[config.mk]
export PLATFORM = sky130hd
export DESIGN_NAME = svnet_pipe_ctrl
export DESIGN_NICKNAME = d
export VERILOG_FILES = /design/src/rtl/svnet_pipe_ctrl.sv
export SDC_FILE = /design/constraint.sdc
export NUM_CORES = 1
export LEC_CHECK = 0
export CAP_MARGIN = 5
export CORE_AREA = 2 2 39 41
export CTS_BUF_LIST = sky130_fd_sc_hd__clkbuf_2 sky130_fd_sc_hd__clkbuf_4 sky130_fd_sc_hd__clkbuf_8
export DETAILED_ROUTE_END_ITERATION = 12
export DIE_AREA = 0 0 41 43
export PLACE_DENSITY = 0.75
export SLEW_MARGIN = 20
export SYNTH_ARGS = -nofsm -noshare
export SYNTH_HDL_FRONTEND = slang
export SYNTH_SLANG_ARGS = --single-unit
[constraint.sdc]
create_clock -name clk -period 4.4 [get_ports clk]
set_clock_uncertainty 0.15 [all_clocks]
set_input_delay 0.88 -clock clk [delete_from_list [all_inputs] [get_ports clk]]
set_output_delay 0.88 -clock clk [all_outputs]
set_load 0.005 [all_outputs]
[src/rtl/svnet_pipe_ctrl.sv]
`default_nettype none
// ============================================================================
// Module      : svnet_pipe_ctrl
// Description : Valid/ready sequencer for a chain of DEPTH enable-gated
//               pipeline registers. It produces the per-stage load enables,
//               tracks which stages hold valid data, collapses bubbles and
//               propagates downstream backpressure back to the producer.
//               Optional performance counters (stall_cnt, bubble_cnt) are
//               built when SVNET_PIPE_CTRL_PERF_EN is defined.
// Revision    : 1.0 - initial release
// ============================================================================
module svnet_pipe_ctrl #(
    parameter int DEPTH = 4,
    parameter int CNT_W = $clog2(DEPTH + 1)
) (
    input  logic             clk,
    input  logic             rst,
    input  logic             flush,
    input  logic             in_valid,
    output logic             in_ready,
    output logic             out_valid,
    input  logic             out_ready,
    output logic [DEPTH-1:0] stage_en,
    output logic [DEPTH-1:0] stage_valid,
    output logic [CNT_W-1:0] occupancy
`ifdef SVNET_PIPE_CTRL_PERF_EN
    ,
    output logic [31:0]      stall_cnt,
    output logic [31:0]      bubble_cnt
`endif
);

    // Reject unsupported depths at elaboration time.
    if (DEPTH < 1 || DEPTH > 64) begin : g_depth_check
        $error("svnet_pipe_ctrl: DEPTH must be in the range 1..64");
    end

    logic [DEPTH-1:0] r_valid;
    logic [CNT_W-1:0] r_occ;
    logic [DEPTH-1:0] w_en;
    logic             w_in_xfer;
    logic             w_out_xfer;
    logic [CNT_W:0]   w_occ_ext;

    // Enable chain from the output back to the input: a stage loads when it is
    // empty or when the stage after it loads. Built with a running OR so each
    // bit depends only on valid flags and out_ready, never on other enable bits.
    always_comb begin : p_en_chain
        logic acc;
        acc  = out_ready;
        w_en = '0;
        for (int i = DEPTH - 1; i >= 0; i--) begin
            acc     = acc | ~r_valid[i];
            w_en[i] = acc;
        end
    end

    // Flush freezes every stage for its cycle so no handshake completes.
    assign stage_en    = flush ? '0 : w_en;
    assign in_ready    = ~flush & w_en[0];
    assign out_valid   = r_valid[DEPTH-1];
    assign stage_valid = r_valid;
    assign occupancy   = r_occ;

    assign w_in_xfer  = in_valid & in_ready;
    assign w_out_xfer = out_valid & out_ready;
    assign w_occ_ext  = {1'b0, r_occ} + (CNT_W + 1)'(w_in_xfer) - (CNT_W + 1)'(w_out_xfer);

    // Valid flags advance through every enabled stage; stalled stages hold.
    always_ff @(posedge clk or posedge rst) begin
        if (rst) begin
            r_valid <= '0;
        end else if (flush) begin
            r_valid <= '0;
        end else begin
            if (w_en[0]) begin
                r_valid[0] <= in_valid;
            end
            for (int i = 1; i < DEPTH; i++) begin
                if (w_en[i]) begin
                    r_valid[i] <= r_valid[i-1];
                end
            end
        end
    end

    // Occupancy tracks input minus output transfers; the extra top bit would
    // only flag an underflow, which clamps to zero instead of wrapping.
    always_ff @(posedge clk or posedge rst) begin
        if (rst) begin
            r_occ <= '0;
        end else if (flush) begin
            r_occ <= '0;
        end else if (w_occ_ext[CNT_W]) begin
            r_occ <= '0;
        end else begin
            r_occ <= w_occ_ext[CNT_W-1:0];
        end
    end

`ifdef SVNET_PIPE_CTRL_PERF_EN
    logic [31:0] r_stall_cnt;
    logic [31:0] r_bubble_cnt;

    // Saturating counters of backpressure stalls and empty-output cycles with
    // data still in flight; only reset clears them.
    always_ff @(posedge clk or posedge rst) begin
        if (rst) begin
            r_stall_cnt  <= '0;
            r_bubble_cnt <= '0;
        end else begin
            if (out_valid && !out_ready && !flush && !(&r_stall_cnt)) begin
                r_stall_cnt <= r_stall_cnt + 32'd1;
            end
            if ((r_occ != '0) && !out_valid && !(&r_bubble_cnt)) begin
                r_bubble_cnt <= r_bubble_cnt + 32'd1;
            end
        end
    end

    assign stall_cnt  = r_stall_cnt;
    assign bubble_cnt = r_bubble_cnt;
`endif

endmodule
`default_nettype wire

==> summary.txt, run 1 <==
Outcome - completed
Worst EP arrival - 2.46 ns
Post-synthesis area per instance - 10.1 µm²
Startpoint Class - input port
CP Capture Type - output pin
First-pass GRT wire length - 1.44 mm
I/O pin total - 18
Most common cell after layout, fill and taps aside - clkdlybuf4s50_1
Setup bufs post-CTS - 0
Cell variety after synth - 18
Post-Route WL - 864 µm
Total gr overflow - 0
Area of the core - 1380 µm²
Initial antenna violation count - 0
YS warnings - 0
Hold-fix buffers, CTS - 0
Worst-Skew Late Latency - 0.25 ns
Required time of the critical path - 3.37 ns
Drc violations - 0
Crit Path Max Fanout - 4
Avg Vias per Cell - 4.72
DRT antenna net count - 0
Clock transition at path regs - 0.06 ns
Wire per inst - 11.1 µm
HP Class - flop to flop
H-Tree Depth - 1
Area Overhead vs Synth - 45.4%
CTS Buffer Depth - 2
Die area - 1760 µm²
Die Y - 43 µm
CTS tree - built
RSZ-0062 raised after global routing - no
WHS - 0.391 ns
Gp weighted congestion - 0.732
Initial cell density of the core - 32.1%
TritonCTS buffer count - 3
Final Power - 206 µW
Final Max Slew Viols - 0
Cell row count - 14
Layout cells sized above 1 - 17.7%
Die W - 41 µm
Maximum capacitance violations - 0
DR iter-0 viols - 2
N_diodes - 0
Fillers - 139
GRT Total Usage - 12.1%
Resized Gates After CTS - 0
Setup Viol. Count Final - 0
Fin crit share - 79.4%
Hold Fails Final Rpt - 0
Setup TNS - 0 ns
Commonest cells after routing, fill and taps aside - 17 x clkdlybuf4s50_1, 8 x nor2_1, 7 x dfrtp_1
Largest net degree at the start of global routing - 12
VDD IR max - 0.000134 V
DP HPWL - 729 µm
Vias in the first global route - 369
P per Cell Area - 320 nW/µm²
Slew Limit Headroom - 77.2%
Syn Inst Count - 44
Final min period - 3.49 ns
Post-synthesis net count - 54
Least-Margin Pin Slew - 0.341 ns
Nets - 73
DR pass1 iterations - 3
Register area share after synthesis - 39.4%
Sink Count - 7
#FFs+latches synth - 7
PortBufs - 17
Worst Setup Path Type - input port to output pin
Leakage power - 0.292 nW
Post-Syn Area - 444 µm²
CTS root buf - clkbuf_4
Via count - 368
F_max - 286 MHz
[state kept, by name, indices dropped and copies added, names as in the netlist]
name and flops:
occupancy 3, stage_valid 4
[routing by layer]
layer  track usage, %  share of wire, %  routed length (µm)
met5                0                 0                   0
met4             8.00                 0                   0
met3             1.57               1.3                  11
met2             20.0                56                 488
met1             13.2                42                 364
[worst paths after layout]
path	from	endpoint	slack [ns]	cells after the start
setup / recovery	out_ready	in_ready	0.91	4
hold / removal	stage_valid[1]	stage_valid[2]	0.39	2
setup reg to reg	stage_valid[3]	occupancy[2]	1.83	9
hold reg to reg	stage_valid[1]	stage_valid[2]	0.39	2
max in group asynchronous	rst	stage_valid[2]	3.20	2
min in group asynchronous	rst	stage_valid[1]	0.70	2
[metrics by stage]
step | util (%) | cells | setup slack [ns] | cell area (µm²)
after floorplan | - | 44 | 1.49 | 444
after global placement | 44.5 | 74 | 0.916 | 616
after detailed placement | 44.5 | 74 | 0.830 | 616
after CTS | 46.7 | 78 | 0.887 | 646
after global routing | 46.7 | 78 | 0.823 | 646
final | 46.7 | 78 | 0.907 | 646
[report_power, final]
part	internal, mW	switching (mW)
sequential	0.0711	0.00621
clock	0.0407	0.0233
combinational	0.0394	0.0255
total	0.151	0.0550
[final cells by class]
type | count | area, µm² | share of cell area (%)
sequential | 7 | 175 | 27.1
timing repair buffer | 17 | 170 | 26.4
multi-input combinational | 29 | 231 | 35.9
clock buffer | 4 | 30.0 | 4.65
inverter | 5 | 18.8 | 2.91
tap | 16 | 20.0 | 3.10
[worst max-delay path, stage by stage]
cell	delay (ns)
clkdlybuf4s50_1	0.50
and4b_1	0.25
a21oi_1	0.27
clkdlybuf4s50_1	0.57
[cell usage after synthesis, drive strengths merged]
library cell | number | share of area, %
and4b | 1 | 2.3
dfrtp | 7 | 39
o21ai | 1 | 2.0
buf | 2 | 3.4
nor3 | 1 | 2.3
a21o | 1 | 2.0
fa | 1 | 4.5
and2 | 1 | 1.4
nand2 | 1 | 0.84
inv | 5 | 4.2
ha | 4 | 11
and3 | 1 | 2.5
and4bb | 3 | 8.5
a21oi | 4 | 4.5
nor2 | 8 | 6.8
clkbuf | 1 | 0.84
xor2 | 1 | 2.0
nor2b | 1 | 1.4
[cells by family after synthesis]
logic type / count (synthesis) / synth area share (%)
DFF: 7 / 39.4
AOI/OAI and AO/OA: 6 / 8.45
adders and majority gates: 5 / 15.8
xor gates and xnor gates: 1 / 1.97
and+or+nand+nor: 17 / 25.9
buffers and inverters: 8 / 8.45
Note: power is estimated with default switching activity, not from simulation.
==> run 2: changes to the inputs <==
--- a/config.mk
+++ b/config.mk
@@ -10,7 +10,7 @@
 export CTS_BUF_LIST = sky130_fd_sc_hd__clkbuf_2 sky130_fd_sc_hd__clkbuf_4 sky130_fd_sc_hd__clkbuf_8
 export DETAILED_ROUTE_END_ITERATION = 12
 export DIE_AREA = 0 0 41 43
-export PLACE_DENSITY = 0.75
+export PLACE_DENSITY = 0.77
 export SLEW_MARGIN = 20
 export SYNTH_ARGS = -nofsm -noshare
 export SYNTH_HDL_FRONTEND = slang
==> constraint.sdc (replaced) <==
create_clock -name clk -period 3 [get_ports clk]
set_clock_uncertainty 0.15 [all_clocks]
set_input_delay 0.6 -clock clk [delete_from_list [all_inputs] [get_ports clk]]
set_output_delay 0.6 -clock clk [all_outputs]
set_load 0.005 [all_outputs]
==> summary.txt, run 2 (same netlist as run 1, synthesis figures left out) <==
Outcome - completed
Required time of the critical path - 2.98 ns (-0.39 ns)
Hold-fix buffers, CTS - 0 (unchanged)
F_max - 346 MHz
Die area - 1760 µm² (unchanged)
Maximum capacitance violations - 0 (unchanged)
Worst Setup Path Type - input port to flop
DRT antenna net count - 0 (unchanged)
Final Max Slew Viols - 0 (unchanged)
Fin cells - 81 (+3.8%)
Layout cells sized above 1 - 21.5% (+3.8 points)
Post-Route WL - 897 µm (+3.8%)
Drc violations - 0 (unchanged)
Nets - 76 (+4.1%)
CTS tree - built
Hold Fails Final Rpt - 0 (unchanged)
Die W - 41 µm (unchanged)
Sink Count - 7 (unchanged)
Fin crit share - 96.4%
Initial cell density of the core - 32.1% (unchanged)
CTS root buf - clkbuf_4
Slew Limit Headroom - 82.1% (+4.9 points)
GRT Total Usage - 13.1% (+1.0 points)
Initial antenna violation count - 0 (unchanged)
Least-Margin Pin Slew - 0.268 ns (-0.0730 ns)
TritonCTS buffer count - 3 (unchanged)
Setup Viol. Count Final - 0 (unchanged)
WHS - 0.377 ns (-0.0134 ns)
Vias in the first global route - 384 (+4.1%)
Total gr overflow - 0 (unchanged)
P per Cell Area - 458 nW/µm² (+43%)
Avg Vias per Cell - 4.48 (-5.0%)
Dpl ws - -0.133 ns (-0.964 ns)
H-Tree Depth - 1 (unchanged)
DR pass1 iterations - 3 (unchanged)
Commonest cells after routing, fill and taps aside - 17 x clkdlybuf4s50_1, 8 x nor2_1, 7 x dfrtp_1
Design area - 668 µm² (+3.5%)
N_diodes - 0 (unchanged)
I/O pin total - 18 (unchanged)
Largest net degree at the start of global routing - 11 (-1)
Die Y - 43 µm (unchanged)
Most common cell after layout, fill and taps aside - clkdlybuf4s50_1
CP Capture Type - flop
CTS Buffer Depth - 2 (unchanged)
Gp weighted congestion - 0.684 (-6.5%)
Wire per inst - 11.1 µm (about the same)
Post-place instance area - 638 µm² (+3.7%)
Setup bufs post-CTS - 0 (unchanged)
Via count - 363 (-1.4%)
VDD IR max - 0.000272 V (+100%)
RSZ-0062 raised after global routing - no
Dpl cells - 77 (+4.1%)
HP Class - flop to flop
Max reg flops - 4 (unchanged)
PortBufs - 17 (unchanged)
Cell row count - 14 (unchanged)
Crit Path Max Fanout - 3 (-1)
Worst-Skew Late Latency - 0.24 ns (about the same)
DR iter-0 viols - 4 (+2)
Clock transition at path regs - 0.05 ns (about the same)
Startpoint Class - input port
Area of the core - 1380 µm² (unchanged)
First-pass GRT wire length - 1.50 mm (+4.8%)
Worst EP arrival - 2.87 ns (+0.41 ns)
DP HPWL - 728 µm (-0.12%)
Setup WS post-layout - 0.107 ns (-0.800 ns)
Final min period - 2.89 ns
Leakage power - 0.307 nW (+5.2%)
Area Overhead vs Synth - 50.4%
Resized Gates After CTS - 0 (unchanged)
==> run 2: path summary, 6_finish.rpt <==
kind / start / to / slack (ns) / cells after the start
setup / recovery: out_ready / occupancy[2] / 0.11 / 10
hold / removal: stage_valid[1] / stage_valid[2] / 0.38 / 2
setup reg to reg: stage_valid[3] / occupancy[2] / 0.56 / 9
hold reg to reg: stage_valid[1] / stage_valid[2] / 0.38 / 2
max in group asynchronous: rst / stage_valid[3] / 2.06 / 2
min in group asynchronous: rst / occupancy[2] / 0.43 / 2
==> run 2: metal layers <==
metal,GRT usage [%],vias to the layer above,part of all wire [%]
met5,0,-,0
met1,13.7,163,44
met3,3.14,2,3.2
met2,21.9,10,52
li1,-,188,-
met4,8.00,0,1.1
==> run 2: area by class of cell <==
class | instances | area [µm²]
fillers | 136 | 716
inverters | 5 | 18.8
clock buffers | 4 | 30.0
well taps | 16 | 20.0
multi-input cells | 29 | 231
flip-flops and latches | 7 | 175
repair buffers | 20 | 193
==> run 2: where the power goes <==
part	internal, mW	leakage (nW)	switching [mW]
registers	0.104	0.0949	0.00893
clock network	0.0596	0.0184	0.0323
logic	0.0598	0.194	0.0407
==> run 2: per-stage QoR <==
stage | total power [mW] | setup TNS, ns | utilization, %
global route | 0.327 | 0 | 48.3
CTS | 0.310 | 0 | 48.3
global placement | 0.212 | -0.109 | 46.1
finish | 0.306 | 0 | 48.3
detailed placement | 0.214 | -0.183 | 46.1
floorplan | 0.170 | 0 | -
==> run 2: worst max-delay path, cell delays in order <==
cell and delay [ns]:
clkdlybuf4s50_1 0.50, and4b_1 0.22, a21oi_1 0.18, nand2_1 0.08, ha_1 0.26, inv_1 0.03
ha_1 0.20, fa_1 0.38, xor2_1 0.17, and4bb_2 0.24
==> RTL change 1 (config.mk and constraints of run 2) <==
Set the parameter `DEPTH` to 2 (it was 4).
--- a/src/rtl/svnet_pipe_ctrl.sv
+++ b/src/rtl/svnet_pipe_ctrl.sv
@@ -11,5 +11,5 @@
 // ============================================================================
 module svnet_pipe_ctrl #(
-    parameter int DEPTH = 4,
+    parameter int DEPTH = 2,
     parameter int CNT_W = $clog2(DEPTH + 1)
 ) (
Ports: changed (resized occupancy, stage_en and stage_valid); port bits go from 18 to 13. The function was not compared with the original's and may differ.
==> RTL change 1 against run 2 <==
- cell area fell by 40%
- critical path depth fell by 6
- area after synthesis fell by 42%
- hold slack improved by 0.018 ns
- sequential cell count fell by 3
- via count fell by 44%
- worst setup slack improved by 0.26 ns
- sequential share of layout area fell by 1.4 points
- routed wire length fell by 47%
- highest routed layer is now met3
- count of clock-buffer cells in the layout fell by 1
- power fell by 44%
- largest power group is now clock
- largest cell class unchanged
- die area did not move
- fmax rose by 9.8%
==> RTL change 1: results (changes against run 2) <==
Parameter                              Value

Critical path
  Data arrival, critical path ... 1.88 ns (-0.99 ns)
  Dominant delay contributor by cell family on the critical path ... buffers and inverters
  Worst path max stage delay ... 0.53 ns (+0.03 ns)

Placement
  Port buffer count ... 12 (-5)
  Last weighted congestion value of the routability-driven placer ... 0.609 (-11%)
  DP Worst Slack ... 0.190 ns (+0.324 ns)
  Half-perimeter wire length of the detailed placement result ... 402 um (-45%)
  Cell area after placement ... 382 sq um (-40%)

Synth
  Top cells by count, synth ... sky130_fd_sc_hd__inv_1, sky130_fd_sc_hd__dfrtp_1
  Distinct cell type count after synthesis ... 13 (-5)
  Mapped Cells ... 25 (-43%)
  Sequential element share of the synthesized area ... 39.0% (-0.41 points)
  Mean instance size in the synthesized netlist ... 10.3 sq um (+1.6%)
  Compound-cell area share of the yosys netlist ... 7.80% (-0.65 points)
  Post-Syn Nets ... 33 (-39%)
  Adder-Cell Fraction of Synth Area ... 17.6% (+1.8 points)

Power
  Static Leakage ... 0.178 nW (-42%)
  Worst vdd ir ... 117 uV (-57%)

Finish
  Number of fillers in the final layout ... 154 (+13%)
  Fraction of area in non-clock buffers ... 29.7% (+0.88 points)
  Non-filler instance count after layout ... 54 (-33%)
  Fraction of final layout cells with drive strength greater than 1 ... 13.2% (-8.4 points)
  Non-clock buffers ... 12 (-40%)

Global route
  Pin count of the biggest net entering global routing ... 8 (-3)
  Total Routing Usage GR ... 6.78% (-6.3 points)

Drt
  Per-cell routed wire length ... 8.78 um (-21%)
  Drt pass-1 iters ... 5 (+2)
  Post-DR vias/cell ... 3.76 (-16%)

Outcome
  Outcome ... completed

Min path
  Kind of path behind the tightest hold check ... primary input to async pin
RTL change 1: changes by cell type after synthesis, sizes merged, moves of 2 or more:
cell	before	now
dfrtp	7	4
nor3b	0	2
a21oi	4	2
and4bb	3	0
nor2	8	1
nand3b	0	2
ha	4	2
RTL change 1: final timing paths:
kind	from	endpoint	slack (ns)	cells past startpoint
worst max-delay path	out_ready	in_ready	0.37	4
worst min-delay path	rst	stage_valid[1]	0.40	2
worst max register to register	stage_valid[1]	occupancy[0]	0.94	8
worst min register to register	stage_valid[0]	stage_valid[1]	0.40	1
max in group asynchronous	rst	occupancy[1]	2.16	2
min in group clk	stage_valid[0]	stage_valid[1]	0.40	1
RTL change 1: layer usage:
layer	GRT usage (%)	wire length (um)	vias up
met5	0	0	-
met4	8.00	0	0
met3	3.14	32	0
met2	8.75	266	5
met1	6.93	175	93
li1	-	-	105
RTL change 1: power breakdown:
group	switching (mW)	internal, mW
combinational	0.0148	0.0279
sequential	0.00405	0.0592
clock	0.0212	0.0447
total	0.0401	0.132
==> RTL change 2 (settings of run 2) <==
Made on the original files. Add a define of `SVNET_PIPE_CTRL_PERF_EN`.
--- a/src/rtl/svnet_pipe_ctrl.sv
+++ b/src/rtl/svnet_pipe_ctrl.sv
@@ -10,4 +10,6 @@
 // Revision    : 1.0 - initial release
 // ============================================================================
+`define SVNET_PIPE_CTRL_PERF_EN
+
 module svnet_pipe_ctrl #(
     parameter int DEPTH = 4,
Behaviour (old outputs only; new: bubble_cnt and stall_cnt): unchanged (Yosys induction, for registers that start in step).
==> RTL change 2 against run 2 <==
- the run now fails in global placement without I/O (3_1_place_gp_skip_io)
- area after synthesis rose to 8.1 times the old value
==> RTL change 2: results (changes against run 2) <==
Parameter                              Value

Synth
  Sequential element share of the synthesized area ... 49.3% (+9.9 points)
  Top cells by count, synth ... sky130_fd_sc_hd__dfrtp_1, sky130_fd_sc_hd__xnor2_1, sky130_fd_sc_hd__nand4_1
  Synthesis-stage register bit count ... 71 (+64)
  Share of synthesized registers carrying an async set or reset ... 100% (unchanged)
  Yosys warnings ... 0 (unchanged)
  Distinct cell type count after synthesis ... 42 (+24)
  Cell types occupying the most area after synthesis ... sky130_fd_sc_hd__dfrtp_1, sky130_fd_sc_hd__xnor2_1, sky130_fd_sc_hd__nand4_1
  Mean instance size in the synthesized netlist ... 10.5 sq um (+3.7%)
  Post-Syn Nets ... 356 (+560%)

Outcome
  First error message ... [ERROR GPL-0301] Utilization 280.296 % exceeds 100%.
  Failing step ... global placement without I/O (3_1_place_gp_skip_io)
  Outcome ... stopped before the end
[RTL change 2: cell count changes after synthesis, sizes merged, moves of 7 or more]
cell,change
and3,+18
and4,+7
dfrtp,+64
nand2,+25
nand3,+25
nand4,+31
nor2,+14
nor3,+8
xnor2,+51
xor2,+9
[RTL change 2: cell families after synthesis]
group,share of synthesized area (%)
flops,49.3
simple gates,26.3
compound gates,3.23
fa+ha+maj,2.64
mux,1.22
xor+xnor,14.8
buf+inv,2.40
